===== src/rtl/ca_generation_sequencer_if.sv =====
// Host/observer bundle for the CA generation sequencer.
// Host drives the job description; the sequencer returns progress and rows.
interface ca_generation_sequencer_if #(
  parameter int WIDTH = 16,
  parameter int GEN_W = 8
);
  logic             start;
  logic [7:0]       rule;
  logic [WIDTH-1:0] init_row;
  logic [GEN_W-1:0] gen_count;
  logic             boundary;
  logic             busy;
  logic             done;
  logic [WIDTH-1:0] row;
  logic             row_valid;
  logic [GEN_W-1:0] gen_index;

  modport master (
    output start, rule, init_row, gen_count, boundary,
    input  busy, done, row, row_valid, gen_index
  );

  modport slave (
    input  start, rule, init_row, gen_count, boundary,
    output busy, done, row, row_valid, gen_index
  );
endinterface


===== src/rtl/ca_generation_sequencer.sv =====
// Evolves an elementary CA row one cell per cycle with a single shared
// rule evaluator; the next row is built aside and committed per generation.
module ca_generation_sequencer #(
  parameter int WIDTH = 16,
  parameter int GEN_W = 8
) (
  input logic clk,
  input logic rst,
  ca_generation_sequencer_if.slave bus
);
  localparam int IDX_W = $clog2(WIDTH);
  localparam logic [IDX_W-1:0] LAST = IDX_W'(WIDTH - 1);

  typedef enum logic [1:0] {
    IDLE,
    SCAN,
    COMMIT,
    FIN
  } state_t;

  state_t           state_q;
  state_t           state_d;
  logic             load;
  logic             scan;
  logic             commit;

  logic [7:0]       rule_q;
  logic             bnd_q;
  logic [GEN_W-1:0] gen_count_q;
  logic [GEN_W-1:0] gen_q;
  logic [GEN_W-1:0] gen_inc;
  logic [IDX_W-1:0] idx_q;
  logic [WIDTH-1:0] cur_q;
  logic [WIDTH-1:0] nxt_q;
  logic [WIDTH-1:0] row_q;
  logic             row_valid_q;

  logic             lb;
  logic             rb;
  logic [WIDTH+1:0] ext;
  logic [2:0]       nh;
  logic             next_cell;
  logic             last_gen;

  assign gen_inc  = gen_q + GEN_W'(1);
  assign last_gen = (gen_inc == gen_count_q);

  // Shared evaluator: pad the row with its edge neighbours so every
  // cell's {L,C,R} is a plain 3-bit window starting at its index.
  always_comb begin
    lb        = bnd_q ? 1'b0 : cur_q[0];
    rb        = bnd_q ? 1'b0 : cur_q[WIDTH-1];
    ext       = {lb, cur_q, rb};
    nh        = ext[idx_q +: 3];
    next_cell = rule_q[nh];
  end

  // Next-state and datapath strobes.
  always_comb begin
    state_d = state_q;
    load    = 1'b0;
    scan    = 1'b0;
    commit  = 1'b0;
    unique case (state_q)
      IDLE: begin
        if (bus.start) begin
          load    = 1'b1;
          state_d = (bus.gen_count == '0) ? FIN : SCAN;
        end
      end
      SCAN: begin
        scan = 1'b1;
        if (idx_q == LAST) state_d = COMMIT;
      end
      COMMIT: begin
        commit  = 1'b1;
        state_d = last_gen ? FIN : SCAN;
      end
      FIN: state_d = IDLE;
      default: state_d = IDLE;
    endcase
  end

  // State register.
  always_ff @(posedge clk) begin
    if (rst) state_q <= IDLE;
    else     state_q <= state_d;
  end

  // Job latch, scan buffer, committed row and progress counters.
  always_ff @(posedge clk) begin
    if (rst) begin
      rule_q      <= '0;
      bnd_q       <= 1'b0;
      gen_count_q <= '0;
      gen_q       <= '0;
      idx_q       <= '0;
      cur_q       <= '0;
      nxt_q       <= '0;
      row_q       <= '0;
      row_valid_q <= 1'b0;
    end else begin
      row_valid_q <= commit;
      if (load) begin
        rule_q      <= bus.rule;
        bnd_q       <= bus.boundary;
        gen_count_q <= bus.gen_count;
        cur_q       <= bus.init_row;
        row_q       <= bus.init_row;
        gen_q       <= '0;
        idx_q       <= '0;
      end
      if (scan) begin
        nxt_q[idx_q] <= next_cell;
        idx_q        <= idx_q + IDX_W'(1);
      end
      if (commit) begin
        cur_q <= nxt_q;
        row_q <= nxt_q;
        gen_q <= gen_inc;
        idx_q <= '0;
      end
    end
  end

  assign bus.busy      = (state_q == SCAN) || (state_q == COMMIT);
  assign bus.done      = (state_q == FIN);
  assign bus.row       = row_q;
  assign bus.row_valid = row_valid_q;
  assign bus.gen_index = gen_q;
endmodule


===== src/flat_wrapper.sv =====
// flat-port wrapper written by rule: the top's interface ports become plain ports
module ca_generation_sequencer_flat 
#(
  parameter int WIDTH = 16,
  parameter int GEN_W = 8
)
  (clk, rst, bus_start, bus_rule, bus_init_row, bus_gen_count, bus_boundary, bus_busy, bus_done, bus_row, bus_row_valid, bus_gen_index);
  ca_generation_sequencer_if #(.WIDTH(WIDTH), .GEN_W(GEN_W)) bus_i ();
  input logic clk;
  input logic rst;
  input wire logic [$bits(bus_i.start)-1:0] bus_start;
  input wire logic [$bits(bus_i.rule)-1:0] bus_rule;
  input wire logic [$bits(bus_i.init_row)-1:0] bus_init_row;
  input wire logic [$bits(bus_i.gen_count)-1:0] bus_gen_count;
  input wire logic [$bits(bus_i.boundary)-1:0] bus_boundary;
  output wire logic [$bits(bus_i.busy)-1:0] bus_busy;
  output wire logic [$bits(bus_i.done)-1:0] bus_done;
  output wire logic [$bits(bus_i.row)-1:0] bus_row;
  output wire logic [$bits(bus_i.row_valid)-1:0] bus_row_valid;
  output wire logic [$bits(bus_i.gen_index)-1:0] bus_gen_index;
  assign bus_i.start = bus_start;
  assign bus_i.rule = bus_rule;
  assign bus_i.init_row = bus_init_row;
  assign bus_i.gen_count = bus_gen_count;
  assign bus_i.boundary = bus_boundary;
  assign bus_busy = bus_i.busy;
  assign bus_done = bus_i.done;
  assign bus_row = bus_i.row;
  assign bus_row_valid = bus_i.row_valid;
  assign bus_gen_index = bus_i.gen_index;
  ca_generation_sequencer #(.WIDTH(WIDTH), .GEN_W(GEN_W)) u_core (.clk(clk), .rst(rst), .bus(bus_i));
endmodule

===== config.mk =====
export PLATFORM = sky130hd
export DESIGN_NAME = ca_generation_sequencer_flat
export DESIGN_NICKNAME = d
export VERILOG_FILES = /design/src/rtl/ca_generation_sequencer_if.sv /design/src/rtl/ca_generation_sequencer.sv /design/src/flat_wrapper.sv
export SDC_FILE = /design/constraint.sdc
export NUM_CORES = 1
export LEC_CHECK = 0
export CAP_MARGIN = 20
export CORE_MARGIN = 2
export CORE_UTILIZATION = 55
export DETAILED_ROUTE_END_ITERATION = 12
export GPL_ROUTABILITY_DRIVEN = 0
export HOLD_SLACK_MARGIN = 0.12
export PLACE_DENSITY_LB_ADDON = 0.12
export SLEW_MARGIN = 20
export SYNTH_ARGS = -nofsm -noshare
export SYNTH_HDL_FRONTEND = slang
export SYNTH_SLANG_ARGS = --single-unit
export TNS_END_PERCENT = 20

===== constraint.sdc =====
create_clock -name clk -period 3.7 [get_ports clk]
set_input_delay 0.74 -clock clk [delete_from_list [all_inputs] [get_ports clk]]
set_output_delay 0.74 -clock clk [all_outputs]
set_load 0.02 [all_outputs]

==> results of run 1 <==
==> cells in the mapped netlist, types with 3 or more instances <==
cell      count
xor2_1        6
nor3_1        7
buf_6         3
nand3b_1     18
clkbuf_1     23
nor4_1        3
mux4_2        3
a21oi_1      65
nand2_1      78
nor2_1       35
ha_1         10
nor2b_1       8
xnor2_1       4
mux2i_1      10
inv_1         4
nand3_1      20
dfxtp_1      64
o21ai_2      10
mux4_1        4
o21ai_0      12
==> metrics by stage <==
stage / hold WS [ns] / cell area [sq um] / util, % / cells / total power [W]
5_1_grt: 0.4846 / 4289 / 68.33 / 558 / 0.002649
6_report: 0.4625 / 4289 / 68.33 / 558 / 0.002482
4_1_cts: 0.4642 / 4287 / 68.29 / 558 / 0.002490
2_1_floorplan: 0.4325 / 3513 / - / 430 / 0.001652
3_3_place_gp: 0.4514 / 4113 / 65.52 / 542 / 0.001928
3_5_place_dp: 0.4546 / 4113 / 65.52 / 542 / 0.001962
==> logic make-up after synthesis <==
family	share of synthesized area, %
simple gates	24.79
mux	8.725
fa+ha+maj	3.561
xor+xnor	2.493
buf+inv	4.879
flops	36.47
compound gates	19.09
==> worst max-delay path, stage by stage, from the launching register on <==
cell	delay [ns]
dfxtp_1	0.79
mux4_1	0.64
mux2i_1	0.16
mux2_2	0.24
mux2i_1	0.10
a31oi_1	0.21
nand4_2	0.52
o21ai_0	0.32
==> layout make-up <==
class / instances / area (sq um)
Fill cell: 555 / 1988
Timing Repair Buffer: 67 / 655.6
Clock inverter: 5 / 32.53
Clock buffer: 11 / 141.4
Multi-Input combinational cell: 329 / 2063
Inverter: 5 / 18.77
Tap cell: 77 / 96.34
Sequential cell: 64 / 1281
==> path summary, 6_finish.rpt <==
path               startpoint               end  slack [ns]  cells past startpoint
max reg2reg   u_core.idx_q[1]   u_core.nxt_q[9]        0.61                      7
max           u_core.idx_q[1]   u_core.nxt_q[9]        0.61                      7
min          u_core.rule_q[3]  u_core.rule_q[3]        0.46                      2
min reg2reg  u_core.rule_q[3]  u_core.rule_q[3]        0.46                      2
==> power by group <==
group / switching (W) / total [W] / leakage (nW) / internal (W)
registers: 0.000132 / 0.000917 / 0.521 / 0.000786
logic: 0.000599 / 0.00103 / 0.954 / 0.000432
clock network: 0.000275 / 0.000534 / 0.0813 / 0.000259
==> registers in the layout (all words and copies together), names as in the netlist <==
| name | cells |
|---|---|
| u_core.rule_q | 8 |
| u_core.gen_count_q | 8 |
| u_core.bus.row_valid | 1 |
| u_core.state_q | 2 |
| u_core.bus.row | 16 |
| u_core.bnd_q | 1 |
| u_core.nxt_q | 16 |
| u_core.bus.gen_index | 8 |
| u_core.idx_q | 4 |
==> routing by layer <==
layer / part of all wire, % / global-route usage (%) / vias up / routed length [microns]
met5: 0 / 0 / - / 0
met4: 2.4 / 10.12 / 0 / 209
met3: 5.4 / 5.440 / 25 / 470
met2: 47 / 41.89 / 104 / 4055
met1: 45 / 33.27 / 1580 / 3952
li1: - / - / 1607 / -
==> results.cfg, run 1 <==
[global_routing]
grt_max_degree = 66
antenna_found_initial = 0
grt_pass1_vias = 3161
grt-ovfl-total = 0
grt_pass1_wl_microns = 14750
grtUsageTotal_pct = 25.69

[routing]
viasPerCell = 5.943
ant_nets = 0
wl_per_cell_microns = 15.57
wirelength_microns = 8688
drt_iter0_drc = 172
dr.pass1.iters = 4
drcViolationCount = 0
vias = 3316

[power_and_ir_drop]
peakVddDrop_uv = 328.0
leakage_nw = 1.556
powerDensity_nw_per_um2 = 578.8

[setup_path]
cp_data_arrival_time_ns = 3.34
cp-end-kind = flop
worstSetupStartpointType = flop
cp_max_fo = 20
path_class = flop to flop
required_ns = 3.95

[synthesis]
yosys-top-cells-area = dfxtp_1, a21oi_1, nand2_1
async_flop_share_pct = 0
yosysSeqAreaShare_pct = 36.47
syn_inst = 430
yosys_warnings = 0
syn_area_per_cell_sq_um = 8.171
synth_top_area_cell = dfxtp_1
synth_edf_count = 0
ys_seq_elements = 64
synth_area_sq_um = 3513
synth_top_area_share_pct = 36.47
ys_types = 54
syn_nets = 476
synthFlopType = dfxtp_1

[finish]
drive_gt1_share_pct = 8.524
antennaDiodeCount = 0
areaGrowthSynthToFinish_pct = 22.08
nNetsFinal = 522
layout_common_cells = nand2_1, a21oi_1, dfxtp_1
mostFrequentLayoutCell = nand2_1

[flow_run]
maxCapViolCount = 0

[sta]
period_share_pct = 83.59
fmax_mhz = 323.3
slew_headroom_pct = 38.32
finalSetupTns_ns = 0
setup_violations = 0
slew_viol_final = 0
setup_ws_ns = 0.6070
worst_pin_slew_ns = 0.9229
hold_violations = 0
rsz0062_at_grt = false
skew_ns = 0.009551
period_needed_ns = 3.093

[floorplan]
start_util_pct = 55.97
num_rows = 29
die_h_microns = 83.93
io_pins = 63
die_w_microns = 83.93
die_area_sq_um = 7043
fp.coreArea_sq_um = 6277

[clock_network]
cts.sinks = 64
htree_levels = 3
clk_pin_slew_worst_paths_ns = 0.07
hold_buffers = 0
postCtsSetupBuffers = 0
cts-root-buf = clkbuf_8
worstSkewPairLatency_ns = 0.34
post_cts_resized = 0
cts-buffers-inserted = 9
cts_buffer_depth = 2
cts_tree = yes

[worst_hold_path]
hp-class = flop to flop

[placement]
dp_hpwl_microns = 6051
pre_cts_ws_ns = 0.5884
numPortBuffers = 62

[outcome]
status = finished, final reports clean
Power figures use the tool's default switching activity.
==> run 2, diff against run 1 <==
- CORE_UTILIZATION: 55 -> 53
- clock period: 3.7 -> 3.2 ns (I/O delays scaled with it)
==> run 2 against run 1 <==
Clock-buffer cell count stayed put. Worst setup slack worse by 0.22 ns. Total power is 21% higher. Clock skew is 0.0019 ns lower. Sequential power is 13% higher. First-iteration DRC count is 32% higher. Critical path type unchanged. Non-clock buffer count is 5 higher. Sequential share of layout area is 0.46 points lower. Cell count is 0.90% higher. Combinational power is 20% higher.
==> results.cfg, run 2 (same netlist as run 1, synthesis figures left out) <==
[setup_path]
cp_data_arrival_time_ns = 3.03
crit_top_cell = o21ai_0
worstSetupStartpointType = flop
critPathMaxStageDelay_ns = 0.78
critPathBufInv = 1
slowest_stage = dfxtp_1
cp_cell_sequence = mux4_1 > mux2i_1 > mux2_2 > o21ai_0 > a311o_1 > nand4_2 > buf_4 > o21ai_0
reg2reg_depth = 8
required_ns = 3.42
cpLargestDelayFamily = multiplexers
r2r_slack_ns = 0.39
timing.rr.start = u_core.idx_q[1]
critical_path.startpoint = u_core.idx_q[1]
rr_endpoint = u_core.nxt_q[8]
cp-end-kind = flop
cp_max_fo = 20
path_class = flop to flop

[worst_hold_path]
whs_endpoint = u_core.rule_q[7]
min_from = u_core.rule_q[7]
min_path_cells = 2
hp-class = flop to flop

[clock_network]
cts_tree = yes
clk_pin_slew_worst_paths_ns = 0.07
worstSkewPairLatency_ns = 0.34
hold_buffers = 0
cts.sinks = 64
htree_levels = 3
postCtsSetupBuffers = 0
cts-buffers-inserted = 9
cts-root-buf = clkbuf_8
post_cts_resized = 0
cts_buffer_depth = 2

[finish]
antennaDiodeCount = 0
fill_cells = 537
areaGrowthSynthToFinish_pct = 24.00
nNetsFinal = 527
layout_common_cells = nand2_1, a21oi_1, dfxtp_1
final_area_sq_um = 4357
utilization_pct = 68.22
mostFrequentLayoutCell = nand2_1
drive_gt1_share_pct = 9.671

[sta]
period_needed_ns = 2.814
rsz0062_at_grt = false
slew_headroom_pct = 52.62
period_share_pct = 87.94
setup_violations = 0
skew_ns = 0.007673
hold_ws_ns = 0.4728
hold_violations = 0
slew_viol_final = 0
fmax_mhz = 355.4
finalSetupTns_ns = 0
worst_pin_slew_ns = 0.7097

[floorplan]
start_util_pct = 55.02
fp.coreArea_sq_um = 6386
num_rows = 29
io_pins = 63
die_w_microns = 85.42
die_h_microns = 85.42
die_area_sq_um = 7297

[global_routing]
use_met3_pct = 5.837
top_usage_layer = met2
grt-ovfl-total = 0
grtUsageTotal_pct = 24.88
grt_pass1_vias = 2977
grt_max_degree = 48
grt_pass1_wl_microns = 14320
antenna_found_initial = 0
use_met2_pct = 39.99
use_met1_pct = 32.66

[power_and_ir_drop]
switching_share_pct = 39.04
leakage_nw = 1.600
seq_power_share_pct = 34.8
combPwrFrac_pct = 41.2
p_switching_w = 0.001171
cell_internal_pwr_w = 0.001829
peakVddDrop_uv = 414.0
clkPwrFrac_pct = 24.0
p_total_w = 0.003000
powerDensity_nw_per_um2 = 688.7

[routing]
dr.pass1.iters = 5
drcViolationCount = 0
vias = 3240
wl_per_cell_microns = 15.60
drt_iter0_drc = 227
wirelength_microns = 8782
ant_nets = 0
viasPerCell = 5.755

[placement]
numPortBuffers = 62
dpl_cell_area_sq_um = 4150
dp_hpwl_microns = 6175

[flow_run]
maxCapViolCount = 0

[outcome]
status = finished, final reports clean
==> run 2: cell count changes in the layout (fill, tap and decap cells not counted), sizes merged <==
cell,delta
buf,+5
bufinv,+1
clkinvlp,-1
==> run 2: power groups by stage <==
stage | Clock, W | Sequential (W) | Combinational [W]
4_1_cts | 0.000728 | 0.00104 | 0.00124
3_3_place_gp | 0 | 0.00106 | 0.00120
5_1_grt | 0.000768 | 0.00106 | 0.00136
2_1_floorplan | 0 | 0.00106 | 0.000851
3_5_place_dp | 0 | 0.00106 | 0.00123
6_report | 0.000720 | 0.00104 | 0.00124
==> run 2: worst max-delay path by stage <==
stage | end | slack (ns) | cells after the start
2_1_floorplan | u_core.nxt_q[0] | 0.91 | 9
3_3_place_gp | u_core.nxt_q[6] | 0.50 | 8
3_5_place_dp | u_core.nxt_q[8] | 0.41 | 8
4_1_cts | u_core.nxt_q[8] | 0.39 | 8
5_1_grt | u_core.nxt_q[6] | 0.19 | 8
6_report | u_core.nxt_q[8] | 0.39 | 8
==> run 2: metrics by stage <==
step                std cells  setup slack, ns
finish                    563           0.3860
global route              563           0.1937
CTS                       563           0.3900
detailed placement        547           0.4071
global placement          547           0.5020
floorplan                 430           0.9051
==> run 2: layer usage <==
layer  wire, microns  part of all wire, %
met1            3856                   44
met2            4250                   48
met3             573                  6.5
met4             101                  1.2
met5               0                    0
==> run 2: final cells by class <==
| class | instances | area, sq um | area share [%] |
|---|---|---|---|
| Timing Repair Buffer | 72 | 690.7 | 15.85 |
| Clock buffer | 11 | 151.4 | 3.475 |
| Multi-Input combinational cell | 329 | 2063 | 47.36 |
| Inverter | 5 | 18.77 | 0.4308 |
| Clock inverter | 5 | 55.05 | 1.264 |
| Sequential cell | 64 | 1281 | 29.41 |
| Tap cell | 77 | 96.34 | 2.211 |
==> run 2: worst min-delay path: stages, from the launching register on <==
cell	delay (ns)
dfxtp_1	0.32
nand2_1	0.05
a21oi_1	0.05
==> run 3, diff against run 2 <==
- CORE_MARGIN: 2 -> default
==> run 3 against run 2 <==
Sequential share of layout area unchanged. Routed wire length decreased by 0.65%. Clock-buffer cell count up 2. Die area is 4.6% lower. Critical path type unchanged.
==> results.cfg, run 3 (same netlist as run 1, synthesis figures left out) <==
[outcome]
status = finished, final reports clean

[setup_path]
path_class = flop to flop
reg2reg_depth = 8
crit_end = u_core.nxt_q[8]
cp-end-kind = flop
cp_data_arrival_time_ns = 3.12
cp_max_fo = 20
r2r_slack_ns = 0.29
timing.rr.start = u_core.idx_q[1]
critical_path.startpoint = u_core.idx_q[1]
rr_endpoint = u_core.nxt_q[8]
required_ns = 3.41
worstSetupStartpointType = flop

[routing]
drcViolationCount = 0
dr.pass1.iters = 5
wirelength_microns = 8725
viasPerCell = 5.762
wl_per_cell_microns = 15.47
vias = 3250
ant_nets = 0
drt_iter0_drc = 201

[power_and_ir_drop]
cell_internal_pwr_w = 0.001837
peakVddDrop_uv = 487.8
seq_power_share_pct = 35.0
leakage_nw = 1.608
p_switching_w = 0.001158
clkPwrFrac_pct = 23.5
combPwrFrac_pct = 41.6
powerDensity_nw_per_um2 = 687.6
switching_share_pct = 38.66

[clock_network]
hold_buffers = 0
postCtsSetupBuffers = 0
post_cts_resized = 0
cts-root-buf = clkbuf_8
cts_buffer_depth = 2
cts_tree = yes
worstSkewPairLatency_ns = 0.34
cts.sinks = 64
htree_levels = 3
clk_pin_slew_worst_paths_ns = 0.07
cts-buffers-inserted = 9

[sta]
worst_pin_slew_ns = 0.7716
period_needed_ns = 2.907
hold_violations = 0
finalSetupTns_ns = 0
fmax_mhz = 344.0
rsz0062_at_grt = false
skew_ns = 0.005189
slew_viol_final = 0
period_share_pct = 90.83
slew_headroom_pct = 48.49
setup_violations = 0

[finish]
antennaDiodeCount = 0
layout_common_cells = nand2_1, a21oi_1, dfxtp_1
final_cells = 564
drive_gt1_share_pct = 9.446
areaGrowthSynthToFinish_pct = 24.00
nNetsFinal = 528
mostFrequentLayoutCell = nand2_1

[placement]
dp_hpwl_microns = 6128
dp_cells = 548
numPortBuffers = 62

[floorplan]
fp.coreArea_sq_um = 6386
num_rows = 29
die_w_microns = 83.42
start_util_pct = 55.02
die_h_microns = 83.42
die_area_sq_um = 6959
io_pins = 63

[global_routing]
grt_pass1_vias = 2971
grt-ovfl-total = 0
grtUsageTotal_pct = 25.77
antenna_found_initial = 0
grt_pass1_wl_microns = 14460
grt_max_degree = 39

[flow_run]
maxCapViolCount = 0

[worst_hold_path]
hp-class = flop to flop
-- run 3: cell types whose count changed in the layout (fill, tap and decap cells not counted) --
cell,change
buf_4,+1
clkbuf_1,+2
clkinvlp_4,-2
-- run 3: power by group through the flow --
stage | Clock [W] | Sequential, W | Combinational [W]
after detailed placement | 0 | 0.00106 | 0.00124
after floorplan | 0 | 0.00106 | 0.000851
after global routing | 0.000750 | 0.00107 | 0.00137
after CTS | 0.000712 | 0.00105 | 0.00124
final | 0.000703 | 0.00105 | 0.00125
after global placement | 0 | 0.00106 | 0.00122
-- run 3: cell type report --
class,count,area [sq um]
clock inverters,3,40.04
multi-input cells,329,2063
well taps,77,96.34
flip-flops and latches,64,1281
inverters,5,18.77
fillers,551,2029
repair buffers,73,698.2
clock buffers,13,158.9
-- run 3: worst min path at each step --
stage	start	endpoint	cells after the start
global placement	u_core.rule_q[4]	u_core.rule_q[4]	2
detailed placement	u_core.rule_q[6]	u_core.rule_q[6]	2
floorplan	u_core.rule_q[4]	u_core.rule_q[4]	2
finish	u_core.rule_q[6]	u_core.rule_q[6]	2
CTS	u_core.rule_q[6]	u_core.rule_q[6]	2
global route	u_core.rule_q[2]	u_core.rule_q[2]	2
-- run 3: routing by layer --
layer | vias to the layer above | GRT usage, % | wire length [microns]
li1 | 1618 | - | -
met1 | 1502 | 33.63 | 3880
met2 | 117 | 40.91 | 3992
met3 | 13 | 8.748 | 747
met4 | 0 | 6.780 | 105
met5 | - | 0 | 0
-- run 3: worst max-delay path: stages, from the launching register on --
cell,delay (ns)
dfxtp_1,0.82
mux4_1,0.67
mux2i_1,0.15
mux2_2,0.24
mux2i_1,0.26
a31oi_1,0.13
nand4_2,0.11
buf_4,0.26
o21ai_0,0.14
-- run 3: stage by stage --
step,hold WS (ns),setup WS [ns],power (W),area [sq um],utilization (%)
6_report,0.4648,0.2934,0.002996,4357,68.22
5_1_grt,0.4910,0.1552,0.003184,4357,68.22
4_1_cts,0.4625,0.3078,0.003003,4357,68.22
3_5_place_dp,0.4505,0.3511,0.002300,4158,65.11
3_3_place_gp,0.4484,0.4768,0.002276,4158,65.11
2_1_floorplan,0.4325,0.9051,0.001911,3513,-
==> RTL change, RTL diff (config.mk and constraints of run 3) <==
`GEN_W` is set to 8 in 3 places; all go to 9.
--- a/src/rtl/ca_generation_sequencer_if.sv
+++ b/src/rtl/ca_generation_sequencer_if.sv
@@ -4,3 +4,3 @@
   parameter int WIDTH = 16,
-  parameter int GEN_W = 8
+  parameter int GEN_W = 9
 );
--- a/src/rtl/ca_generation_sequencer.sv
+++ b/src/rtl/ca_generation_sequencer.sv
@@ -4,3 +4,3 @@
   parameter int WIDTH = 16,
-  parameter int GEN_W = 8
+  parameter int GEN_W = 9
 ) (
--- a/src/flat_wrapper.sv
+++ b/src/flat_wrapper.sv
@@ -4,3 +4,3 @@
   parameter int WIDTH = 16,
-  parameter int GEN_W = 8
+  parameter int GEN_W = 9
 )
Ports: changed (resized bus_gen_count and bus_gen_index); port bits go from 63 to 65. No check against the original RTL was run, so the function may have changed too.
==> RTL change against run 3 <==
Fmax decreased by 2.4%; routed wire length increased by 6.1%; clock power decreased by 3%; sequential cell count increased by 2; combinational power increased by 5%; highest routed layer unchanged; worst setup slack got worse by 0.072 ns; synthesized cell count increased by 1.9%; final cell count increased by 2.0%; cell area increased by 3.0%; power increased by 2.6%; core utilization increased by 0.84 points; area after synthesis increased by 4.1%.
==> RTL change: results (changes against run 3) <==
* Switching Power at 1.21 mW (+4.7%)
* Worst-Skew Late Latency at 0.35 ns
* Syn_area_per_cell at 8.35 um2 (+2.2%)
* Synth Flop Type: dfxtp_1
* Cell count after placement at 559 (+2.0%)
* Root buf cell: clkbuf_8
* Filler instances at 547 (-0.73%)
* Total routed wirelength at 9.25 mm (+6.1%)
* Nets at 540 (+2.3%)
* Share of async-settable or async-resettable flops after synthesis at 0 (unchanged)
* Sequential fraction of the synthesis area at 0.361 (-0.00340)
* Largest net degree at the start of global routing at 50 (+28%)
* Yosys cell types at 55 (+1.9%)
* TritonCTS Buffers at 9 (unchanged)
* Antenna violations before repair at 0 (unchanged)
* Run status: completed
* I/O Buffers at 64 (+3.2%)
* Post-Layout Cell Count at 575 (+2.0%)
* Worst-margin pin slew at 0.579 ns (-0.192 ns)
* Max Clock Skew at 0.00898 ns (+0.00379 ns)
* Share of post-route cells with drive strength above 1 at 0.0964 (+0.00193)
* Syn. warnings at 0 (unchanged)
* Clock transition at the registers of the reported paths at 0.07 ns (about the same)
* Initial DRC count at 253 (+26%)
* Static Leak at 1.66 nW (+3.2%)
* CP Max Fanout at 16 (-20%)
* Crit path launch: u_core.idx_q[0]
* Min-Delay Path Class: flop to flop
* Maximum clock path buffer count at 2 (unchanged)
* H-tree levels at 3 (unchanged)
* Net Count, Synth at 485 (+1.9%)
* Total number of vias at 3,400 (+4.6%)
* First-pass GRT wire length at 14.9 mm (+2.9%)
* TritonRoute pass-1 iters at 5 (unchanged)
* Cells taking the most area after synthesis: dfxtp_1 36%, a21oi_1 8.8%, nand2_1 8.1%
* Worst EP arrival at 3.25 ns (+0.13 ns)
* Max VDD drop at 0.386 mV (-21%)
* Post-detail-place hpwl at 6.49 mm (+5.9%)
* Total setup buffers inserted after CTS at 0 (unchanged)
* Total Routing Usage GR at 0.265 (+0.00734)
* Vias in the first global route at 3,169 (+6.7%)
* Hold path start: u_core.gen_count_q[2]
* Post-cts repair resize count at 0 (unchanged)
* Commonest cells post-synth: 79 x nand2_1, 66 x dfxtp_1, 64 x a21oi_1
* # diodes at 0 (unchanged)
[RTL change: changes by cell type after synthesis, moves of 5 or more]
cell and delta:
nand3b_1 -17, clkbuf_1 -6, xnor2_1 +5, nand3_1 +16, mux2i_1 -5
[RTL change: per-stage QoR]
stage	instance area (um2)	setup slack, ns	util
2_1_floorplan	3660	0.587	-
3_3_place_gp	4300	0.420	0.662
3_5_place_dp	4300	0.254	0.662
4_1_cts	4490	0.249	0.691
5_1_grt	4490	0.0649	0.691
6_report	4490	0.222	0.691
[RTL change: final timing paths]
kind	endpoint	slack, ns	cells past startpoint
setup / recovery	u_core.nxt_q[8]	0.22	9
hold / removal	u_core.gen_count_q[2]	0.47	2
setup reg to reg	u_core.nxt_q[8]	0.22	9
hold reg to reg	u_core.gen_count_q[2]	0.47	2
[RTL change: logic make-up (layout without fill, tap and decap cells)]
logic type	Yosys count	count (layout)	synth area share
AOI/OAI and AO/OA	109	109	0.188
xor gates and xnor gates	16	16	0.0383
adders and majority gates	10	10	0.0342
buffers and inverters	39	99	0.0575
DFF	66	66	0.361
muxes	20	20	0.104
and+or+nand+nor	178	178	0.217
[RTL change: power by group through the flow]
stage | Combinational [mW] | Clock, mW | Sequential (mW)
floorplan | 0.921 | 0 | 1.10
global placement | 1.28 | 0 | 1.10
detailed placement | 1.30 | 0 | 1.10
CTS | 1.31 | 0.691 | 1.08
global route | 1.44 | 0.728 | 1.10
finish | 1.31 | 0.684 | 1.08
[RTL change: metal layers]
layer	share of wire	track usage
met5	0	0
met4	0.028	0.122
met3	0.070	0.0700
met2	0.48	0.422
met1	0.42	0.337
[RTL change: critical path, cell delays in order, from the launching register on]
cell,delay [ns]
dfxtp_1,0.58
buf_4,0.25
mux4_1,0.57
a22o_1,0.21
a221oi_2,0.29
o221ai_1,0.20
o22ai_1,0.29
o31ai_4,0.11
buf_4,0.22
o21ai_0,0.19
[RTL change: area by class of cell]
type | count | area share
clock buffers | 11 | 0.0293
clock inverters | 5 | 0.0123
inverters | 8 | 0.00669
multi-input cells | 333 | 0.474
flip-flops and latches | 66 | 0.295
well taps | 77 | 0.0215
repair buffers | 75 | 0.161
